$ cat src/rtl/io_ccff_loader.sv
// Configuration-chain loader for a column of I/O tiles: accepts bitstream words over valid/ready
// and shifts them LSB-first into the ccff chain while holding the pads isolated.
module io_ccff_loader #(
  parameter int unsigned CHAIN_LEN = 4,
  parameter int unsigned WORD_W    = 8,
  localparam int unsigned CNT_W    = $clog2(CHAIN_LEN + 1)
) (
  input  logic              prog_clk,
  input  logic              prog_reset,
  input  logic              start,
  input  logic              abort,
  input  logic [WORD_W-1:0] cfg_data,
  input  logic              cfg_valid,
  output logic              cfg_ready,
  output logic              ccff_head,
  output logic              shift_en,
  input  logic              ccff_tail,
  output logic              isol_n,
  output logic              busy,
  output logic              done,
  output logic              tail_parity
);

  localparam int unsigned WB_W = $clog2(WORD_W + 1);

  typedef enum logic [2:0] {
    S_IDLE,
    S_ISOLATE,
    S_LOAD,
    S_SHIFT,
    S_DONE
  } state_t;

  state_t            state_q, state_d;
  logic [WORD_W-1:0] sreg_q, sreg_d;
  logic [CNT_W-1:0]  bits_left_q, bits_left_d;
  logic [WB_W-1:0]   word_bits_q, word_bits_d;
  logic              parity_q, parity_d;
  logic              isol_n_q, isol_n_d;
  logic              busy_q, busy_d;
  logic              done_q, done_d;

  // Next-state and datapath update; abort overrides whatever the state decided.
  always_comb begin
    state_d     = state_q;
    sreg_d      = sreg_q;
    bits_left_d = bits_left_q;
    word_bits_d = word_bits_q;
    parity_d    = parity_q;

    case (state_q)
      S_IDLE, S_DONE: begin
        if (start) begin
          state_d     = S_ISOLATE;
          bits_left_d = CNT_W'(CHAIN_LEN);
          parity_d    = 1'b0;
        end
      end
      S_ISOLATE: state_d = S_LOAD;
      S_LOAD: begin
        if (cfg_valid) begin
          sreg_d  = cfg_data;
          state_d = S_SHIFT;
          if (32'(bits_left_q) > WORD_W) word_bits_d = WB_W'(WORD_W);
          else                           word_bits_d = WB_W'(bits_left_q);
        end
      end
      S_SHIFT: begin
        sreg_d      = sreg_q >> 1;
        bits_left_d = bits_left_q - CNT_W'(1);
        word_bits_d = word_bits_q - WB_W'(1);
        parity_d    = parity_q ^ ccff_tail;
        if (bits_left_q == CNT_W'(1))      state_d = S_DONE;
        else if (word_bits_q == WB_W'(1))  state_d = S_LOAD;
      end
      default: state_d = S_IDLE;
    endcase

    if (abort) begin
      state_d  = S_IDLE;
      parity_d = parity_q;
    end

    isol_n_d = (state_d == S_DONE);
    done_d   = (state_d == S_DONE);
    busy_d   = (state_d == S_ISOLATE) || (state_d == S_LOAD) || (state_d == S_SHIFT);
  end

  always_ff @(posedge prog_clk or posedge prog_reset) begin
    if (prog_reset) begin
      state_q     <= S_IDLE;
      sreg_q      <= '0;
      bits_left_q <= '0;
      word_bits_q <= '0;
      parity_q    <= 1'b0;
      isol_n_q    <= 1'b0;
      busy_q      <= 1'b0;
      done_q      <= 1'b0;
    end else begin
      state_q     <= state_d;
      sreg_q      <= sreg_d;
      bits_left_q <= bits_left_d;
      word_bits_q <= word_bits_d;
      parity_q    <= parity_d;
      isol_n_q    <= isol_n_d;
      busy_q      <= busy_d;
      done_q      <= done_d;
    end
  end

  // Handshake and chain enable decode straight from the state register.
  assign cfg_ready   = (state_q == S_LOAD);
  assign shift_en    = (state_q == S_SHIFT);
  assign ccff_head   = shift_en & sreg_q[0];
  assign isol_n      = isol_n_q;
  assign busy        = busy_q;
  assign done        = done_q;
  assign tail_parity = parity_q;

endmodule

$ cat config.mk
export PLATFORM = sky130hd
export DESIGN_NAME = io_ccff_loader
export DESIGN_NICKNAME = d
export VERILOG_FILES = /design/src/rtl/io_ccff_loader.sv
export SDC_FILE = /design/constraint.sdc
export NUM_CORES = 1
export LEC_CHECK = 0
export BUFFER_PORTS_ARGS = -buffer_cell sky130_fd_sc_hd__buf_2
export CAP_MARGIN = 20
export CORE_ASPECT_RATIO = 1.4
export CORE_MARGIN = 10
export CORE_UTILIZATION = 40
export DETAILED_ROUTE_END_ITERATION = 10
export PLACE_DENSITY = 0.71
export SLEW_MARGIN = 20
export SYNTH_ARGS = -nofsm -noshare
export SYNTH_HDL_FRONTEND = slang
export SYNTH_SLANG_ARGS = --single-unit
$ cat constraint.sdc
create_clock -name prog_clk -period 2.3 [get_ports prog_clk]
set_input_delay 0.23 -clock prog_clk [delete_from_list [all_inputs] [get_ports prog_clk]]
set_output_delay 0.23 -clock prog_clk [all_outputs]
set_load 0.02 [all_outputs]
Word-level counts from Yosys, hierarchy flattened
Cells that the tools add are included.
{ "word_totals": {"memories": 0, "romBits": 0, "out_inout_bits": 7, "regBits": 21, "mem_bits_rw": 0, "latchBits": 0, "elab_cells": 47, "in_bits": 14} }
{ "classes": {"reduce_logical": 9, "n_mux": 14, "bitwise_logic": 3, "addsub": 2, "eq_ne": 12, "magnitude_cmp": 0, "n_mul": 0, "n_shift": 0, "div_mod_pow": 0} }
{ "op_table": {"columns": ["cell", "count"], "rows": [
  ["$mux W3", 6],
  ["$pmux W8 S2", 1],
  ["$eq A3 B2 Y1 const B", 4],
  ["$pmux W3 S4", 1],
  ["$eq A3 B1 Y1 const B", 3],
  ["$mux W8", 1],
  ["$pmux W4 S2", 1],
  ["$eq A3 B3 Y1 const B", 2],
  ["$pmux W3 S2", 1],
  ["$eq A4 B1 Y1 const B", 1],
  ["$mux W4", 1],
  ["$ne A2 B2 Y1 const B", 2],
  ["$reduce_and A2 Y1", 2],
  ["$reduce_bool A2 Y1", 2],
  ["$sub A4 B1 Y4 const B", 1],
  ["$logic_not A3 Y1", 1],
  ["$reduce_and A3 Y1", 1],
  ["$sub A3 B1 Y3 const B", 1],
  ["$logic_or A1 B1 Y1", 2],
  ["$pmux W1 S2", 1],
  ["$reduce_or A2 Y1", 1],
  ["$and A1 B1 Y1", 1],
  ["$mux W1", 1],
  ["$not A1 Y1", 1],
  ["$xor A1 B1 Y1", 1]
]} }

Longest topological paths before layout
Gate-level depths: netlist of the first run.
{ "logic_depth": {"word_depth": 8, "depth_mapped": 6, "ltp_nobuf": 6} }

Worst setup path before layout of the first run
OpenSTA, ideal clock, no wires.
{ "synth_timing": {"path_type": "register to register", "start": "reg bits_left_q[0]", "end": "reg busy_q, in the netlist busy", "setup_ns": 0.078, "period_less_slack_ns": 1.403, "path_slack_ns": 0.897, "arrival_time_ns": 1.325, "stages_incl_launch_ff": 6, "t_required_ns": 2.222, "path_buffers": 0, "path_cell_list": "dfrtp_1 -> ha_1 -> nor2b_1 -> a211o_1 -> a31oi_4 -> o21bai_1"} }
{ "synth_via": {"elab_chain_cells": 7, "word_cells_on_any_way": 9, "cone_classes": "eq/ne (4); mux (3); reduce/logical (2)"} }
{ "synth_lines": {"columns": ["item", "line_no", "text"], "rows": [
  ["start, declared", "36", "logic [CNT_W-1:0] bits_left_q, bits_left_d;"],
  ["start signal, assigned", "102", "bits_left_q <= bits_left_d;"],
  ["$eq A3 B1 Y1 *", "73", "if (bits_left_q == CNT_W'(1)) state_d = S_DONE;"],
  ["$mux W3 *", "73", null],
  ["$pmux W3 S4 *", "51", "case (state_q)"],
  ["$mux W3 *", "79", "if (abort) begin"],
  ["net state_d[0]", "34", "state_t state_q, state_d;"],
  ["$eq A3 B1 Y1 / $eq A3 B2 Y1 (equally long branches)", "86", "busy_d = (state_d == S_ISOLATE) || (state_d == S_LOAD) || (state_d == S_SHIFT);"],
  ["$logic_or A1 B1 Y1", "86", null],
  ["$logic_or A1 B1 Y1 *", "86", null],
  ["net busy_d", "40", "logic busy_q, busy_d;"],
  ["end signal, assigned", "106", "busy_q <= busy_d;"],
  ["end, declared", "40", null]
]} }
Mark *: on every way through the listed nets, which the timed path passes. The rest lies on a longest branch.
A chain may end at the register's enable or synchronous reset.

Worst setup path after layout of the first run
{ "layout_timing": {"start": "reg state_q[1]", "end": "out ccff_head"} }
{ "layout_via": {"elab_chain_cells": 2} }
{ "layout_lines": {"columns": ["item", "line_no", "text"], "rows": [
  ["start, declared", "34", null],
  ["start signal, assigned", "100", "state_q <= state_d;"],
  ["$eq A3 B2 Y1", "113", "assign shift_en = (state_q == S_SHIFT);"],
  ["$and A1 B1 Y1", "114", "assign ccff_head = shift_en & sreg_q[0];"],
  ["end, declared", "15", "output logic ccff_head,"]
]} }
No other way between the ends.

==> metrics.md, run 1 <==
| Metric | Value |
|---|---|
| Crit path launch type | `register` |
| Slew @ Worst Pin | `0.7811 ns` |
| DRC viols | `0` |
| Total core area | `2444 um^2` |
| Post-route minimum period | `roughly 1.9 ns` |
| Fmax | `approximately 530 MHz` |
| Slowest stage cell, crit path | `dfrtp_1` |
| Final worst-path setup slack | `0.4276 ns` |
| Pwr Density | `between 800 and 900 nW/um^2` |
| WP buf/inv | `2` |
| Synth Register Bits | `21` |
| Worst Hold Class | `in -> async` |
| FF-to-FF path depth | `5` |
| CTS sink cnt | `21` |
| Filler cell count | `250` |
| Power share of the combinational group | `0.253` |
| Reg2reg start | `bits_left_q[0]` |
| Final setup TNS | `0 ns` |
| Share of cells above drive strength 1 | `0.2742` |
| Via Count | `783` |
| Mapped cell area | `1033 um^2` |
| Max Fanout on Critical Path | `17` |
| Clock Tree Root | `clkbuf_4` |
| Average cell area after synthesis | `between 10 and 15 um^2` |
| Overall routed net length | `1999 um` |
| Unrepaired setup endpoints after global routing | `false` |
| # Post-CTS Setup Buffers | `0` |
| Clock Latency Late Sink | `approximately 0.3 ns` |
| Cell variety after synth | `33` |
| Port Buf Inserts | `20` |
| GPL Wtd Cong | `approximately 0.81` |
| Resized cells post-CTS | `0` |
| Via density | `4.956` |
| Register area share after synthesis | `0.5085` |
| R2r setup slk | `approximately 0.79 ns` |
| ANT cells | `0` |
| Hold buffers post-CTS | `0` |
| VDD IR-drop max | `0.4988 mV` |
| Syn Nets | `121` |
| Primary FF master, synth | `dfrtp_1` |
| Crit-path cells | `nand3b_4, clkinv_1, and2_1, buf_2` |
| Post-synth EDFFs | `0` |
| First-pass GRT wire length | `3436 um` |
| Required @ worst endpoint | `2.07 ns` |
| Post-synth ARST share | `1.000` |
| P_int | `0.0006648 W` |
| Die area | `just over 5000 um^2` |
| Setup WS pre-CTS | `between 0.7 and 0.8 ns` |
| Wire per inst | `between 10 and 15 um` |
| Final core occ | `0.4880` |
| Row cnt | `21` |
| Initial core utilization | `0.4229` |
| Seq pwr share | `0.568` |
| Worst hold slack | `around 0.042 ns` |
| Cell family contributing the most delay on the critical path | `flip-flops` |
| Final Cycle Share | `0.8141` |
| Die height | `around 80 um` |
| Final Hold Vio Count | `0` |
| I/O pin cnt | `21` |
| Worst reg2reg path endpoint | `busy` |
| Synth-to-layout area growth | `15.37%` |
| Rel. slew slack | `0.4787` |
| Reg clk slew, reported paths | `about 0.12 ns` |
| Clock power share | `0.179` |
| Largest net degree at the start of global routing | `22` |
| TritonCTS buffer count | `3` |
| Final-stage net count | `between 100 and 150` |
| Hpwl dp | `1550 um` |
| NetSw | `around 0.00033 W` |
| CTS tree | `yes` |
| Status | `complete, no violations` |
| CTS Buffer Depth | `2` |
| Final Skew | `between 0.009 and 0.01 ns` |
| CTS HTree Levels | `1` |
| Vias in the first global route | `between 800 and 900` |
| Max-Cap Viols | `0` |
| WS Path Type | `reg -> out` |
| DRT iter0 DRCs | `29` |
| Critical Path Sink Type | `output pin` |
| CP arrival | `between 1.5 and 2 ns` |
| Slowest stage delay, CP | `0.49 ns` |
| GRT Overall Usage | `0.08053` |
| Synth warn | `0` |
| LEAKAGE | `approximately 0.58 nW` |
| Pwr Total | `slightly below 0.001 W` |
| Pre-Repair DR Iteration Count | `4` |
| Die Wd | `approximately 63 um` |
| Final setup viols | `0` |
| Final Max Slew Viols | `0` |
| Switching share of power | `0.3297` |
| GRT Residual Overflow | `0` |
| Post-DRT Antenna Nets | `0` |
| Gate Count Post-Synth | `~100` |
| Initial antenna violation count | `0` |
==> routing by layer <==
metal / global-route usage / wire [um] / part of all wire / up-vias
li1: - / - / - / 394
met1: 0.08840 / 881 / 0.44 / 366
met2: 0.1415 / 980 / 0.49 / 19
met3: 0.02361 / 114 / 0.057 / 4
met4: 0.03363 / 23 / 0.012 / 0
met5: 0 / 0 / 0 / -
==> how the worst max path moves through the flow <==
stage | start | endpoint | cells past startpoint
5_1_grt | state_q[1] | ccff_head | 4
6_report | state_q[1] | ccff_head | 4
3_3_place_gp | state_q[1] | ccff_head | 4
3_5_place_dp | state_q[1] | ccff_head | 4
2_1_floorplan | bits_left_q[0] | busy | 5
4_1_cts | state_q[1] | ccff_head | 4
==> kinds of logic after synthesis <==
group	after synthesis	synth area share
XOR/XNOR	2	0.01695
flip-flops	21	0.5085
AO/OA/AOI/OAI	24	0.1683
buffers and inverters	12	0.04964
AND/OR/NAND/NOR	40	0.2082
adder cells (fa/ha/maj)	4	0.04843
==> cell usage after synthesis, types with 2 or more instances <==
cell type | number | share of area
dfrtp_1 | 21 | 0.51
nor2_1 | 19 | 0.069
o22ai_1 | 8 | 0.048
inv_1 | 7 | 0.025
ha_1 | 4 | 0.048
nand2_1 | 4 | 0.015
o21ai_0 | 4 | 0.019
a21oi_1 | 3 | 0.015
nand2b_1 | 3 | 0.018
nand3_1 | 3 | 0.015
a21oi_2 | 2 | 0.017
buf_2 | 2 | 0.0097
nor2b_1 | 2 | 0.012
o221a_2 | 2 | 0.022
==> final cells by class <==
type | count | area, um^2 | share of cell area
inverters | 8 | 30.03 | 0.02518
clock buffers | 3 | 22.52 | 0.01889
repair buffers | 21 | 107.6 | 0.09024
flip-flops and latches | 21 | 525.5 | 0.4407
clock inverters | 1 | 7.507 | 0.006296
well taps | 34 | 42.54 | 0.03568
multi-input cells | 70 | 456.7 | 0.3830
==> layout by cell type, fill, tap and decap left out, drive strengths merged <==
cell      netlist  final
buf             3     21
o22ai           8      8
and2            1      1
inv             7      7
xnor2           1      1
dfrtp          21     21
o21ai           5      5
and3            1      1
o21bai          1      1
nand2           5      5
a21oi           5      5
clkinvlp        0      1
nand3           3      3
clkinv          1      1
nor2           19     19
xor2            1      1
nor3b           1      1
nand3b          1      1
nand4bb         1      1
clkbuf          1      3
a31oi           2      2
or3b            1      1
or4             1      1
a211o           1      1
o221a           2      2
or2             1      1
nor2b           2      2
nand2b          3      3
ha              4      4
==> through the flow <==
stage / std cells / area [um^2]
2_1_floorplan: 103 / 1033
3_3_place_gp: 154 / 1162
3_5_place_dp: 154 / 1162
4_1_cts: 158 / 1192
5_1_grt: 158 / 1192
6_report: 158 / 1192
==> registers in the layout (all words and copies together), names as in the netlist <==
signal,count
bits_left_q,3
busy,1
sreg_q,8
tail_parity,1
state_q,3
done,1
word_bits_q,4
==> power by group through the flow <==
stage | logic [W] | clock network, W | registers [W]
2_1_floorplan | 0.000184 | 0 | 0.000561
3_3_place_gp | 0.000247 | 0 | 0.000567
3_5_place_dp | 0.000256 | 0 | 0.000572
4_1_cts | 0.000256 | 0.000186 | 0.000564
5_1_grt | 0.000292 | 0.000201 | 0.000578
6_report | 0.000251 | 0.000178 | 0.000563
No activity file was read; power rests on OpenSTA's default activity.
==> run 2: changes to the inputs <==
Clock period 2.3 ns to 1.85 ns, I/O delays scaled along.
==> metrics.md, run 2 (same netlist as run 1, synthesis figures left out) <==
| Metric | Value |
|---|---|
| Most common cell after layout, fill and taps aside | `dfrtp_1` |
| Die height | `80.15 um (unchanged)` |
| Reg clk slew, reported paths | `0.12 ns (about the same)` |
| Final worst-path setup slack | `0.1022 ns (-0.3254 ns)` |
| NetSw | `0.0004209 W (+29%)` |
| Row cnt | `21 (unchanged)` |
| VDD IR-drop max | `0.5952 mV (+19%)` |
| Final Cycle Share | `0.9448` |
| Die area | `5046 um^2 (unchanged)` |
| CTS tree | `yes` |
| Hpwl dp | `1634 um (+5.4%)` |
| Failing checks | `negative hold slack` |
| Initial antenna violation count | `0 (unchanged)` |
| Status | `complete, but fails checks` |
| P_int | `0.0008300 W (+25%)` |
| Via Count | `824 (+5.2%)` |
| Setup WS pre-CTS | `0.3338 ns (-0.4304 ns)` |
| Switching share of power | `0.3365 (+0.006774)` |
| Max Fanout on Critical Path | `17 (unchanged)` |
| Slowest stage delay, CP | `0.40 ns (-0.09 ns)` |
| Final Hold Vio Count | `1 (+1)` |
| CTS sink cnt | `21 (unchanged)` |
| Die Wd | `62.96 um (unchanged)` |
| Final setup TNS | `0 ns (unchanged)` |
| Max reg flops | `8 (unchanged)` |
| Synth-to-layout area growth | `15.98%` |
| Fmax | `approximately 570 MHz` |
| Required @ worst endpoint | `1.66 ns (-0.41 ns)` |
| LEAKAGE | `0.5907 nW (+2.3%)` |
| Wire per inst | `13.35 um (+5.5%)` |
| Filler cell count | `237 (-5.2%)` |
| Overall routed net length | `2122 um (+6.2%)` |
| Final setup viols | `0 (unchanged)` |
| Max-Cap Viols | `0 (unchanged)` |
| Worst Hold Class | `in -> async` |
| Post-route minimum period | `around 1.7 ns` |
| Power share of the combinational group | `0.262 (+0.009)` |
| Critical Path Sink Type | `output pin` |
| First-pass GRT wire length | `3719 um (+8.2%)` |
| Hold buffers post-CTS | `0 (unchanged)` |
| Slew @ Worst Pin | `0.7839 ns (+0.002775 ns)` |
| Clock Tree Root | `clkbuf_4` |
| Multi-input gate area | `456.7 um^2 (unchanged)` |
| Clock Latency Late Sink | `0.31 ns (about the same)` |
| CTS Buffer Depth | `2 (unchanged)` |
| Final core occ | `0.4905 (+0.002560)` |
| Leading cell types in the layout, fill and taps excluded | `dfrtp_1 (21), buf_2 (20), nor2_1 (19)` |
| ANT cells | `0 (unchanged)` |
| Worst hold slack | `-0.002433 ns (-0.04423 ns)` |
| GPL Wtd Cong | `0.7862 (-3.0%)` |
| Initial core utilization | `0.4229 (unchanged)` |
| DRT iter0 DRCs | `13 (-55%)` |
| GRT Overall Usage | `0.08678 (+0.006252)` |
| Post-DRT Antenna Nets | `0 (unchanged)` |
| Final Skew | `0.0008626 ns (-0.008447 ns)` |
| Final-stage net count | `144 (+0.70%)` |
| Total core area | `2444 um^2 (unchanged)` |
| GRT Residual Overflow | `0 (unchanged)` |
| Vias in the first global route | `856 (+6.2%)` |
| Unrepaired setup endpoints after global routing | `false` |
| Clock power share | `0.179 (about the same)` |
| CP arrival | `1.56 ns (-0.08 ns)` |
| Rel. slew slack | `0.4768 (-0.001852)` |
| TritonCTS buffer count | `3 (unchanged)` |
| Biggest regs | `sreg_q x8, word_bits_q x4` |
| Via density | `5.182 (+4.6%)` |
| Slowest stage cell, crit path | `dfrtp_1` |
| Biggest register | `sreg_q` |
| I/O pin cnt | `21 (unchanged)` |
| Pre-Repair DR Iteration Count | `4 (unchanged)` |
| Crit path from | `state_q[0]` |
| Register area | `525.5 um^2 (unchanged)` |
| Port Buf Inserts | `20 (unchanged)` |
| Seq pwr share | `0.559 (-0.009)` |
| # Post-CTS Setup Buffers | `0 (unchanged)` |
| WS Path Type | `reg -> out` |
| Crit path launch type | `register` |
| CTS HTree Levels | `1 (unchanged)` |
| Crit-path cells | `buf_4, nand3b_4, clkinv_2, and2_1, buf_2` |
| Share of cells above drive strength 1 | `0.2880 (+0.01381)` |
| Reg2reg start | `bits_left_q[0]` |
| Largest net degree at the start of global routing | `22 (unchanged)` |
| Final Max Slew Viols | `0 (unchanged)` |
| Pwr Density | `1044 nW/um^2 (+25%)` |
| DRC viols | `0 (unchanged)` |
| Resized cells post-CTS | `1 (+1)` |
[run 2: power groups by stage]
stage	sequential, W	clock [W]	combinational, W
6_report	0.000700	0.000223	0.000328
5_1_grt	0.000721	0.000240	0.000384
4_1_cts	0.000701	0.000233	0.000338
3_5_place_dp	0.000709	0	0.000338
3_3_place_gp	0.000701	0	0.000318
2_1_floorplan	0.000698	0	0.000229
[run 2: path summary, 6_finish.rpt]
kind	to	slack, ns	depth (start not counted)
hold reg to reg	word_bits_q[3]	0.48	1
max in group asynchronous	sreg_q[1]	1.37	2
hold / removal	sreg_q[6]	-0.002	2
setup reg to reg	busy	0.33	5
setup / recovery	ccff_head	0.10	5
min in group prog_clk	sreg_q[0]	0.12	3
[run 2: layout make-up]
class,instances,share of cell area
clock buffers,3,0.01879
clock inverters,1,0.004175
inverters,8,0.02610
multi-input cells,70,0.3810
flip-flops and latches,21,0.4384
well taps,34,0.03549
repair buffers,22,0.09603
[run 2: layer usage]
layer | vias up | share of wire | track usage
met4 | 0 | 0.015 | 0.04260
met5 | - | 0 | 0
met1 | 395 | 0.45 | 0.1028
li1 | 400 | - | -
met2 | 25 | 0.49 | 0.1456
met3 | 4 | 0.048 | 0.01806
[run 2: stage by stage]
step            power, W  cells  area (um^2)  hold slack [ns]
6_report        0.001251    159         1199        -0.002433
5_1_grt         0.001345    159         1199          0.06489
4_1_cts         0.001272    159         1199          0.02408
3_5_place_dp    0.001047    155         1170           0.3703
3_3_place_gp    0.001019    155         1170           0.3613
2_1_floorplan  0.0009265    103         1033           0.1615
[run 2: worst max-delay path: cells and delay by family, from the launching register on]
| family | cells | cell delay (ns) |
|---|---|---|
| and+or+nand+nor | 2 | 0.38 |
| DFF | 1 | 0.40 |
| buffers and inverters | 3 | 0.47 |
